`src/rtl/drive_volume_arbiter_if.sv`:
```
// rtl/drive_volume_arbiter_if.sv - drive-side and volume-side signal bundle for drive_volume_arbiter
interface drive_volume_arbiter_if #(
    parameter int NUM_DRIVES = 4
);
    logic [NUM_DRIVES-1:0]    drv_active;
    logic [32*NUM_DRIVES-1:0] drv_lba;
    logic [6*NUM_DRIVES-1:0]  drv_blk_cnt;
    logic [NUM_DRIVES-1:0]    drv_rd;
    logic [NUM_DRIVES-1:0]    drv_wr;
    logic [NUM_DRIVES-1:0]    drv_ack;
    logic                     drv_ready;
    logic                     drv_mounted;
    logic                     drv_readonly;
    logic [31:0]              drv_size;
    logic                     vol_ready;
    logic                     vol_mounted;
    logic                     vol_readonly;
    logic [31:0]              vol_size;
    logic                     vol_active;
    logic [31:0]              vol_lba;
    logic [5:0]               vol_blk_cnt;
    logic                     vol_rd;
    logic                     vol_wr;
    logic                     vol_ack;
    logic                     busy;
    logic [2:0]               grant_id;

    modport slave (
        input  drv_active, drv_lba, drv_blk_cnt, drv_rd, drv_wr,
        input  vol_ready, vol_mounted, vol_readonly, vol_size, vol_ack,
        output drv_ack, drv_ready, drv_mounted, drv_readonly, drv_size,
        output vol_active, vol_lba, vol_blk_cnt, vol_rd, vol_wr, busy, grant_id
    );

    modport master (
        output drv_active, drv_lba, drv_blk_cnt, drv_rd, drv_wr,
        output vol_ready, vol_mounted, vol_readonly, vol_size, vol_ack,
        input  drv_ack, drv_ready, drv_mounted, drv_readonly, drv_size,
        input  vol_active, vol_lba, vol_blk_cnt, vol_rd, vol_wr, busy, grant_id
    );
endinterface

```
`src/rtl/drive_volume_arbiter.sv`:
```
// rtl/drive_volume_arbiter.sv - round-robin sharing of one block volume between drive engines
module drive_volume_arbiter #(
    parameter int NUM_DRIVES  = 4,
    parameter int ACK_TIMEOUT = 2**20
) (
    input  logic                    clk,
    input  logic                    reset,
    drive_volume_arbiter_if.slave   bus
);
    localparam int TW = ($clog2(ACK_TIMEOUT) + 1 > 21) ? $clog2(ACK_TIMEOUT) + 1 : 21;
    localparam logic [TW-1:0] TMO_LAST = TW'(ACK_TIMEOUT - 1);

    typedef enum logic [2:0] {S_IDLE, S_REQ, S_XFER, S_REJECT, S_DONE} state_t;

    state_t                 state;
    state_t                 state_next;
    logic [2:0]             rr_ptr;
    logic [2:0]             grant_q;
    logic [31:0]            lba_q;
    logic [5:0]             cnt_q;
    logic                   op_wr;
    logic [TW-1:0]          tmo_cnt;
    logic [NUM_DRIVES-1:0]  ack_q;

    logic                   req_found;
    logic [2:0]             req_idx;
    logic [3:0]             cand;
    logic [31:0]            sel_lba;
    logic [5:0]             sel_cnt;
    logic                   sel_rd;
    logic                   reject_now;
    logic                   tmo_hit;

    function automatic logic [NUM_DRIVES-1:0] onehot(input logic [2:0] idx);
        onehot = '0;
        for (int j = 0; j < NUM_DRIVES; j++) begin
            if (idx == 3'(j)) onehot[j] = 1'b1;
        end
    endfunction

    assign bus.drv_ready    = bus.vol_ready;
    assign bus.drv_mounted  = bus.vol_mounted;
    assign bus.drv_readonly = bus.vol_readonly;
    assign bus.drv_size     = bus.vol_size;
    assign bus.vol_active   = |bus.drv_active;

    // Request strobes come straight from the state so reset kills them without a clock edge.
    assign bus.vol_rd      = (state == S_REQ) && !op_wr;
    assign bus.vol_wr      = (state == S_REQ) && op_wr;
    assign bus.busy        = (state != S_IDLE);
    assign bus.drv_ack     = ack_q;
    assign bus.vol_lba     = lba_q;
    assign bus.vol_blk_cnt = cnt_q;
    assign bus.grant_id    = grant_q;

    assign tmo_hit = (tmo_cnt == TMO_LAST);

    // Scan candidates rr_ptr, rr_ptr+1, ... with wrap; first requesting drive wins.
    always_comb begin
        req_found = 1'b0;
        req_idx   = '0;
        cand      = '0;
        for (int k = 0; k < NUM_DRIVES; k++) begin
            cand = {1'b0, rr_ptr} + 4'(k);
            if (cand >= 4'(NUM_DRIVES)) cand = cand - 4'(NUM_DRIVES);
            for (int j = 0; j < NUM_DRIVES; j++) begin
                if (!req_found && cand == 4'(j) && (bus.drv_rd[j] || bus.drv_wr[j])) begin
                    req_found = 1'b1;
                    req_idx   = 3'(j);
                end
            end
        end
    end

    always_comb begin
        sel_lba = '0;
        sel_cnt = '0;
        sel_rd  = 1'b0;
        for (int j = 0; j < NUM_DRIVES; j++) begin
            if (req_idx == 3'(j)) begin
                sel_lba = bus.drv_lba[32*j +: 32];
                sel_cnt = bus.drv_blk_cnt[6*j +: 6];
                sel_rd  = bus.drv_rd[j];
            end
        end
        reject_now = (!sel_rd && bus.vol_readonly) || !bus.vol_mounted || !bus.vol_ready;
    end

    always_ff @(posedge clk or posedge reset) begin
        if (reset) state <= S_IDLE;
        else       state <= state_next;
    end

    always_comb begin
        state_next = state;
        case (state)
            S_IDLE:   if (req_found) state_next = reject_now ? S_REJECT : S_REQ;
            S_REQ: begin
                if (bus.vol_ack)  state_next = S_XFER;
                else if (tmo_hit) state_next = S_REJECT;
            end
            S_XFER:   if (!bus.vol_ack) state_next = S_DONE;
            S_REJECT: state_next = S_DONE;
            S_DONE:   state_next = S_IDLE;
            default:  state_next = S_IDLE;
        endcase
    end

    always_ff @(posedge clk or posedge reset) begin
        if (reset) begin
            rr_ptr  <= '0;
            grant_q <= '0;
            lba_q   <= '0;
            cnt_q   <= '0;
            op_wr   <= 1'b0;
            tmo_cnt <= '0;
            ack_q   <= '0;
        end else begin
            case (state)
                S_IDLE: if (req_found) begin
                    grant_q <= req_idx;
                    lba_q   <= sel_lba;
                    cnt_q   <= sel_cnt;
                    op_wr   <= !sel_rd;
                    tmo_cnt <= '0;
                    if (reject_now) ack_q <= onehot(req_idx);
                end
                S_REQ: begin
                    if (bus.vol_ack || tmo_hit) ack_q   <= onehot(grant_q);
                    else                        tmo_cnt <= tmo_cnt + 1'b1;
                end
                S_XFER:   ack_q <= {NUM_DRIVES{bus.vol_ack}} & onehot(grant_q);
                S_REJECT: ack_q <= '0;
                S_DONE:   rr_ptr <= (grant_q == 3'(NUM_DRIVES - 1)) ? 3'd0 : grant_q + 3'd1;
                default:  ack_q <= '0;
            endcase
        end
    end
endmodule

```
`src/flat_wrapper.sv`:
```
// flat-port wrapper written by rule: the top's interface ports become plain ports
module drive_volume_arbiter_flat 
#(
    parameter int NUM_DRIVES  = 4,
    parameter int ACK_TIMEOUT = 2**20
)
  (clk, reset, bus_drv_active, bus_drv_lba, bus_drv_blk_cnt, bus_drv_rd, bus_drv_wr, bus_vol_ready, bus_vol_mounted, bus_vol_readonly, bus_vol_size, bus_vol_ack, bus_drv_ack, bus_drv_ready, bus_drv_mounted, bus_drv_readonly, bus_drv_size, bus_vol_active, bus_vol_lba, bus_vol_blk_cnt, bus_vol_rd, bus_vol_wr, bus_busy, bus_grant_id);
  drive_volume_arbiter_if #(.NUM_DRIVES(NUM_DRIVES)) bus_i ();
  input  logic clk;
  input  logic reset;
  input wire logic [$bits(bus_i.drv_active)-1:0] bus_drv_active;
  input wire logic [$bits(bus_i.drv_lba)-1:0] bus_drv_lba;
  input wire logic [$bits(bus_i.drv_blk_cnt)-1:0] bus_drv_blk_cnt;
  input wire logic [$bits(bus_i.drv_rd)-1:0] bus_drv_rd;
  input wire logic [$bits(bus_i.drv_wr)-1:0] bus_drv_wr;
  input wire logic [$bits(bus_i.vol_ready)-1:0] bus_vol_ready;
  input wire logic [$bits(bus_i.vol_mounted)-1:0] bus_vol_mounted;
  input wire logic [$bits(bus_i.vol_readonly)-1:0] bus_vol_readonly;
  input wire logic [$bits(bus_i.vol_size)-1:0] bus_vol_size;
  input wire logic [$bits(bus_i.vol_ack)-1:0] bus_vol_ack;
  output wire logic [$bits(bus_i.drv_ack)-1:0] bus_drv_ack;
  output wire logic [$bits(bus_i.drv_ready)-1:0] bus_drv_ready;
  output wire logic [$bits(bus_i.drv_mounted)-1:0] bus_drv_mounted;
  output wire logic [$bits(bus_i.drv_readonly)-1:0] bus_drv_readonly;
  output wire logic [$bits(bus_i.drv_size)-1:0] bus_drv_size;
  output wire logic [$bits(bus_i.vol_active)-1:0] bus_vol_active;
  output wire logic [$bits(bus_i.vol_lba)-1:0] bus_vol_lba;
  output wire logic [$bits(bus_i.vol_blk_cnt)-1:0] bus_vol_blk_cnt;
  output wire logic [$bits(bus_i.vol_rd)-1:0] bus_vol_rd;
  output wire logic [$bits(bus_i.vol_wr)-1:0] bus_vol_wr;
  output wire logic [$bits(bus_i.busy)-1:0] bus_busy;
  output wire logic [$bits(bus_i.grant_id)-1:0] bus_grant_id;
  assign bus_i.drv_active = bus_drv_active;
  assign bus_i.drv_lba = bus_drv_lba;
  assign bus_i.drv_blk_cnt = bus_drv_blk_cnt;
  assign bus_i.drv_rd = bus_drv_rd;
  assign bus_i.drv_wr = bus_drv_wr;
  assign bus_i.vol_ready = bus_vol_ready;
  assign bus_i.vol_mounted = bus_vol_mounted;
  assign bus_i.vol_readonly = bus_vol_readonly;
  assign bus_i.vol_size = bus_vol_size;
  assign bus_i.vol_ack = bus_vol_ack;
  assign bus_drv_ack = bus_i.drv_ack;
  assign bus_drv_ready = bus_i.drv_ready;
  assign bus_drv_mounted = bus_i.drv_mounted;
  assign bus_drv_readonly = bus_i.drv_readonly;
  assign bus_drv_size = bus_i.drv_size;
  assign bus_vol_active = bus_i.vol_active;
  assign bus_vol_lba = bus_i.vol_lba;
  assign bus_vol_blk_cnt = bus_i.vol_blk_cnt;
  assign bus_vol_rd = bus_i.vol_rd;
  assign bus_vol_wr = bus_i.vol_wr;
  assign bus_busy = bus_i.busy;
  assign bus_grant_id = bus_i.grant_id;
  drive_volume_arbiter #(.NUM_DRIVES(NUM_DRIVES), .ACK_TIMEOUT(ACK_TIMEOUT)) u_core (.clk(clk), .reset(reset), .bus(bus_i));
endmodule
```
`config.mk`:
```
export PLATFORM = sky130hd
export DESIGN_NAME = drive_volume_arbiter_flat
export DESIGN_NICKNAME = d
export VERILOG_FILES = /design/src/rtl/drive_volume_arbiter_if.sv /design/src/rtl/drive_volume_arbiter.sv /design/src/flat_wrapper.sv
export SDC_FILE = /design/constraint.sdc
export NUM_CORES = 1
export LEC_CHECK = 0
export CAP_MARGIN = 40
export CORE_MARGIN = 2
export CORE_UTILIZATION = 38
export CTS_CLUSTER_DIAMETER = 40
export CTS_CLUSTER_SIZE = 12
export DETAILED_ROUTE_END_ITERATION = 12
export PLACE_DENSITY = 0.9
export REMOVE_ABC_BUFFERS = 1
export SYNTH_ARGS = -nofsm -noshare
export SYNTH_HDL_FRONTEND = slang
export SYNTH_SLANG_ARGS = --single-unit
```
`constraint.sdc`:
```
create_clock -name clk -period 3.47 [get_ports clk]
set_clock_uncertainty 0.1 [all_clocks]
set_input_delay 0.8675 -clock clk [delete_from_list [all_inputs] [get_ports clk]]
set_output_delay 0.8675 -clock clk [all_outputs]
set_load 0.005 [all_outputs]
```
# ---- Yosys cells after proc, flatten, opt, wreduce, memory -nomap -nowiden
# Index checks and enable logic that the tools add are counted.
dict set report totals {
  register_bits 73
  in_bits 202
  output_inout_bits 84
  elab_cells 199
}
dict set report op_classes {
  n_addsub 9
  order_cmp 4
  n_eq_ne 29
  n_mux 73
  n_bitwise 2
  reduce_logical 74
}
# op count
set ops {}
lappend ops {{two-way mux 32 bit} 4}
lappend ops {{two-way mux 21 bit} 2}
lappend ops {{case mux 21 bit (2 select lines)} 1}
lappend ops {{logical AND 1 bit} 34}
lappend ops {{two-way mux 1 bit} 33}
lappend ops {{== test 4 x 2 -> 1 bit (second input constant)} 8}
lappend ops {{two-way mux 2 bit} 15}
lappend ops {{two-way mux 4 bit} 7}
lappend ops {{two-way mux 6 bit} 4}
lappend ops {{adder 21 x 1 -> 21 bit (second input constant)} 1}
lappend ops {{== test 21 x 20 -> 1 bit (second input constant)} 1}
lappend ops {{logical NOT 1 bit} 19}
lappend ops {{== test 4 x 1 -> 1 bit (second input constant)} 4}
lappend ops {{logical NOT 4 bit} 4}
lappend ops {{case mux 4 bit (4 select lines)} 1}
lappend ops {{two-way mux 3 bit} 5}
lappend ops {{== test 3 x 2 -> 1 bit (second input constant)} 4}
lappend ops {{greater-or-equal comparator 4 x 3 -> 1 bit (second input constant)} 3}
lappend ops {{case mux 3 bit (4 select lines)} 1}
lappend ops {{subtractor 4 x 3 -> 4 bit (second input constant)} 3}
lappend ops {{logical NOT 3 bit} 3}
lappend ops {{adder 3 x 2 -> 4 bit (second input constant)} 2}
lappend ops {{logical OR 1 bit} 7}
lappend ops {{== test 3 x 1 -> 1 bit (second input constant)} 2}
lappend ops {{18 further kinds} 23}

# ---- Depth between registers and ports, before layout
# Gate-level depths: netlist of the first run.
dict set report depth {
  depth_word 77
  mapped_depth 14
  ltp_nobuf 11
}

# ---- Worst setup path after synthesis of the first run
# OpenSTA, ideal clock, no wires.
dict set report synth_path {
  path_type {in2reg}
  startpoint {input bus_drv_wr[3]}
  endpoint {register u_core.lba_q[10], in the netlist u_core.bus.vol_lba[10]}
  setup_ns 0.132
  arrival_ns 3.148
  t_required_ns 3.238
  slack_ns 0.090
  cell_stages 10
  cell_sequence {or3b_2 > a221o_1 > a211o_1 > or3_1 > nor2b_4 > buf_6 > buf_6 > a22o_1 > a222oi_1 > o21ai_1}
}
dict set report synth_between {
  elab_chain_len 56
}
# item line_no
set synth_rtl {}
lappend synth_rtl {{start: declaration} flat_wrapper.sv:15} ;# input wire logic [$bits(bus_i.drv_wr)-1:0] bus_drv_wr;
lappend synth_rtl {{logical OR 1 bit (*)} drive_volume_arbiter.sv:67} ;# if (!req_found && cand == 4'(j) && (bus.drv_rd[j] || bus.drv_wr[j])) begin
lappend synth_rtl {{logical AND 1 bit} drive_volume_arbiter.sv:67}
lappend synth_rtl {{two-way mux 1 bit} drive_volume_arbiter.sv:67}
lappend synth_rtl {{logical NOT 1 bit} drive_volume_arbiter.sv:67}
lappend synth_rtl {{logical AND 1 bit (2 in a row)} drive_volume_arbiter.sv:67}
lappend synth_rtl {{two-way mux 1 bit} drive_volume_arbiter.sv:67}
lappend synth_rtl {{logical NOT 1 bit} drive_volume_arbiter.sv:67}
lappend synth_rtl {{logical AND 1 bit (2 in a row)} drive_volume_arbiter.sv:67}
lappend synth_rtl {{[33 not listed]} -}
lappend synth_rtl {{logical NOT 1 bit} drive_volume_arbiter.sv:67}
lappend synth_rtl {{logical AND 1 bit (2 in a row)} drive_volume_arbiter.sv:67}
lappend synth_rtl {{two-way mux 1 bit} drive_volume_arbiter.sv:67}
lappend synth_rtl {{logical NOT 1 bit} drive_volume_arbiter.sv:67}
lappend synth_rtl {{logical AND 1 bit (2 in a row)} drive_volume_arbiter.sv:67}
lappend synth_rtl {{two-way mux 2 bit} drive_volume_arbiter.sv:67}
lappend synth_rtl {{logical NOT 3 bit} drive_volume_arbiter.sv:80} ;# if (req_idx == 3'(j)) begin
lappend synth_rtl {{two-way mux 32 bit (4 in a row)} drive_volume_arbiter.sv:80}
lappend synth_rtl {{end signal: assignment} drive_volume_arbiter.sv:122} ;# lba_q <= sel_lba;
lappend synth_rtl {{end: declaration} drive_volume_arbiter.sv:19} ;# logic [31:0] lba_q;
# Every way passes the cells marked *; elsewhere a longest branch is shown, timed or not.
# A chain may end at the register's enable or synchronous reset.

# ---- Worst setup path in the final report of the first run
dict set report layout_path {
  startpoint {input bus_drv_rd[2]}
  endpoint {register u_core.lba_q[29], in the netlist u_core.bus.vol_lba[29]}
}
dict set report layout_between {
  elab_chain_len 60
}
# item line_no
set layout_rtl {}
lappend layout_rtl {{start: declaration} flat_wrapper.sv:14} ;# input wire logic [$bits(bus_i.drv_rd)-1:0] bus_drv_rd;
lappend layout_rtl {{logical OR 1 bit (*)} drive_volume_arbiter.sv:67}
lappend layout_rtl {{logical AND 1 bit} drive_volume_arbiter.sv:67}
lappend layout_rtl {{two-way mux 1 bit} drive_volume_arbiter.sv:67}
lappend layout_rtl {{logical NOT 1 bit} drive_volume_arbiter.sv:67}
lappend layout_rtl {{logical AND 1 bit (2 in a row)} drive_volume_arbiter.sv:67}
lappend layout_rtl {{two-way mux 1 bit} drive_volume_arbiter.sv:67}
lappend layout_rtl {{logical NOT 1 bit} drive_volume_arbiter.sv:67}
lappend layout_rtl {{logical AND 1 bit (2 in a row)} drive_volume_arbiter.sv:67}
lappend layout_rtl {{[37 not listed]} -}
lappend layout_rtl {{logical NOT 1 bit} drive_volume_arbiter.sv:67}
lappend layout_rtl {{logical AND 1 bit (2 in a row)} drive_volume_arbiter.sv:67}
lappend layout_rtl {{two-way mux 1 bit} drive_volume_arbiter.sv:67}
lappend layout_rtl {{logical NOT 1 bit} drive_volume_arbiter.sv:67}
lappend layout_rtl {{logical AND 1 bit (2 in a row)} drive_volume_arbiter.sv:67}
lappend layout_rtl {{two-way mux 2 bit} drive_volume_arbiter.sv:67}
lappend layout_rtl {{logical NOT 3 bit} drive_volume_arbiter.sv:80}
lappend layout_rtl {{two-way mux 32 bit (4 in a row)} drive_volume_arbiter.sv:80}
# Marked as above.

==> results of run 1 <==
[registers in the layout, indices dropped and copies added, names as in the netlist]
| signal | flops |
|---|---|
| u_core.rr_ptr | 2 |
| u_core.bus.vol_lba | 32 |
| u_core.bus.vol_blk_cnt | 6 |
| u_core.bus.drv_ack | 4 |
| u_core.op_wr | 1 |
| u_core.bus.grant_id | 2 |
| u_core.tmo_cnt | 21 |
| u_core.state | 3 |
[area by class of cell]
class / instances / area share (%)
well taps: 147 / 2.51
diodes: 1 / 0.0342
clock buffers: 10 / 3.13
flip-flops and latches: 71 / 24.3
repair buffers: 267 / 35.5
clock inverters: 6 / 0.633
multi-input cells: 358 / 33.3
inverters: 12 / 0.616
[power groups by stage]
stage                     sequential, W  combinational (W)  clock, W
after CTS                       0.00133            0.00325  0.000861
after global routing            0.00136            0.00355  0.000896
after floorplan                 0.00135            0.00158         0
final                           0.00133            0.00327  0.000849
after global placement          0.00133            0.00301         0
after detailed placement        0.00134            0.00312         0
[metrics by stage]
stage,hold slack (ns),instance area [um^2],power (W),util [%]
after global routing,0.410,7320,0.00581,61.4
final,0.385,7320,0.00545,61.4
after floorplan,0.361,4180,0.00292,-
after global placement,0.364,6940,0.00434,58.3
after CTS,0.391,7310,0.00544,61.3
after detailed placement,0.378,6940,0.00447,58.3
[placed cells by master (no fill, tap or decap), drive strengths merged, types with 3 or more instances in the layout]
cell,count
or3,4
inv,13
dlygate4sd2,6
and3,7
conb,5
nand3,9
o21ai,52
nand2b,3
ha,9
a222oi,37
clkinv,3
nand4,7
xor2,15
mux2,5
nor2,31
clkdlybuf4s50,214
nor3b,4
buf,47
dfrtp,71
a22o,40
nor2b,6
a211oi,4
o211a,3
nor3,4
clkbuf,10
nand2,62
a21oi,10
[cell families (layout without fill, tap and decap cells)]
group                    after synthesis  in the layout  synth area share, %
flip-flops                            71             71                 38.5
AO/OA/AOI/OAI                        174            174                 28.9
other                                  2              6                0.163
AND/OR/NAND/NOR                      143            146                 14.4
buffers and inverters                 84            295                 10.7
adder cells (fa/ha/maj)                9              9                 2.44
multiplexers                           7              7                 1.65
XOR/XNOR                              17             17                 3.23
[synthesized netlist by cell type (all sizes together) (4+ instances only)]
cell	number	area [um^2]
nor3	4	20.0
buf	49	362
nand4	7	43.8
and3	7	43.8
a222oi	37	370
nor2	31	116
a21oi	10	50.1
xor2	15	131
nor3b	4	30.0
clkbuf	23	86.3
nand3	9	45.0
dfrtp	71	1780
o21ai	52	260
mux2	5	56.3
a211oi	4	30.0
inv	12	45.0
nand2	62	233
a22o	40	350
or3	4	25.0
ha	9	113
[worst paths after layout]
kind	start	endpoint	slack (ns)
min in group asynchronous	reset	u_core.tmo_cnt[6]	0.83
max reg2reg	u_core.rr_ptr[0]	u_core.bus.vol_lba[29]	0.13
min reg2reg	u_core.bus.vol_lba[20]	u_core.bus.vol_lba[20]	0.38
min	u_core.bus.vol_lba[20]	u_core.bus.vol_lba[20]	0.38
max	bus_drv_rd[2]	u_core.bus.vol_lba[29]	0.09
max in group asynchronous	reset	u_core.tmo_cnt[17]	2.00
[critical path, stage by stage]
cell and delay, ns:
dlygate4sd2_1 0.25, or3_1 0.37, a221o_1 0.38, a211o_1 0.33
or3_4 0.42, nor2b_4 0.19, a22o_1 0.21, a222oi_1 0.33
o21ai_1 0.13
[layer usage]
metal	up-vias	wire length, um
li1	2309	-
met1	2476	7040
met2	321	8770
met3	41	1920
met4	2	469
met5	-	32
[timing repair]
item | 4_1_cts | 5_1_grt
pin swaps | 8 | 3
endpoints found under the hold margin | 0 | 0
gates resized for setup | 12 | 2
gates cloned | 3 | 0
setup endpoints to repair | 41 | 10
setup buffers | 4 | 0
==> metrics.md, run 1 <==
| Metric | Value |
|---|---|
| Status | `finished, final reports clean` |
| Area growth, synth to finish | `58.5%` |
| Worst hold path cell count | `2` |
| Final Non-Filler Cells | `872` |
| Post-synth EDFFs | `0` |
| Num CTS Buffers | `9` |
| Drt pass-1 iters | `9` |
| Seq pwr share | `24.4%` |
| VDD IR max | `between 0.3 and 0.4 mV` |
| Worst path required time | `3.58 ns` |
| Fin. max-slew vios | `0` |
| Area of the multi-input gates | `around 2400 um^2` |
| Met2 Usage GRT | `45.3%` |
| Hold Vio Cnt, Final | `0` |
| Die W | `between 100 and 150 um` |
| Placement Setup Slack | `-0.704 ns` |
| Core Rows | `40` |
| GRT busiest layer | `met2` |
| Hpwl dp | `13700 um` |
| Post-Route WL | `18200 um` |
| P_int | `0.00321 W` |
| PwrDens | `745 nW/um^2` |
| Reg area | `approximately 1800 um^2` |
| Ys flop type | `dfrtp_1` |
| H-Tree Depth | `3` |
| P_leak | `3.16 nW` |
| Yosys Warn Count | `0` |
| Finish-stage setup viols | `0` |
| Seq cells post-synth | `71` |
| Synth Cell Area | `4620 um^2` |
| Sum Neg Setup Slack | `0 ns` |
| Max-cap violations | `0` |
| I/O Pins | `approximately 290` |
| Initial antenna violation count | `1` |
| Register area share after synthesis | `38.5%` |
| Core area | `11900 um^2` |
| Pin count of the biggest net entering global routing | `48` |
| GRT Total Usage | `27.6%` |
| Number of global-route vias before repair | `5250` |
| DR vias | `5149` |
| Met1 GRT Util | `roughly 33%` |
| Crit path kind | `primary input to flip-flop` |
| Crit Path Max Fanout | `5` |
| Sw Pwr | `0.00224 W` |
| Clk buf depth | `2` |
| # fillers | `1005` |
| Mapped Cells | `between 500 and 600` |
| Nets@finish | `930` |
| Setup repair after global routing missed its margin | `false` |
| Routability cong. | `roughly 0.9` |
| IO buf count | `220` |
| Iter 0 DRT Violations | `656` |
| GRT Residual Overflow | `0` |
| Global Route met3 Usage | `10.6%` |
| Actual slew at the worst max-slew pin | `about 0.9 ns` |
| Clock power share | `15.6%` |
| WL/cell | `about 21 um` |
| CTS Hold Bufs | `0` |
| First-pass GRT wire length | `around 27000 um` |
| Slew margin rel. | `39.9%` |
| # DRC | `0` |
| Unique cell type count in the Yosys netlist | `59` |
| CTS tree | `done` |
| Post-route ant nets | `0` |
| HP Class | `flip-flop to flip-flop` |
| Clock Sinks | `71` |
| Crit start category | `primary input` |
| Full die area | `13000 um^2` |
| Layout cells sized above 1 | `11.6%` |
| Fmax | `296 MHz` |
| Clock root buffer | `clkbuf_16` |
| Setup slack after layout | `just under 0.09 ns` |
| Switching fraction of total power | `between 40% and 50%` |
| Worst R2R Path Depth | `11` |
| Comb pwr share | `60.0%` |
| Starting density of the core | `38.8%` |
| Clock transition at path regs | `0.06 ns` |
| Vias/cell | `between 5 and 6` |
| Crit end category | `flip-flop` |
| Dpl cells | `848` |
| Clock Latency Late Sink | `0.33 ns` |
| Period utilisation layout | `between 90% and 100%` |
| Die height | `114 um` |
| Mean Syn Cell Area | `9.10 um^2` |
| Async SR Flop Fraction | `between 90% and 100%` |
| WP data arrival | `3.49 ns` |
| Final min period | `3.38 ns` |
(Power assumes the default switching activity.)
==> run 2, diff against run 1 <==
--- a/config.mk
+++ b/config.mk
@@ -13,6 +13,7 @@
 export DETAILED_ROUTE_END_ITERATION = 12
 export PLACE_DENSITY = 0.9
 export REMOVE_ABC_BUFFERS = 1
+export SKIP_LAST_GASP = 1
 export SYNTH_ARGS = -nofsm -noshare
 export SYNTH_HDL_FRONTEND = slang
 export SYNTH_SLANG_ARGS = --single-unit
==> results of run 2 <==
The final DEF is identical to that of run 1; final timing and power are the same.
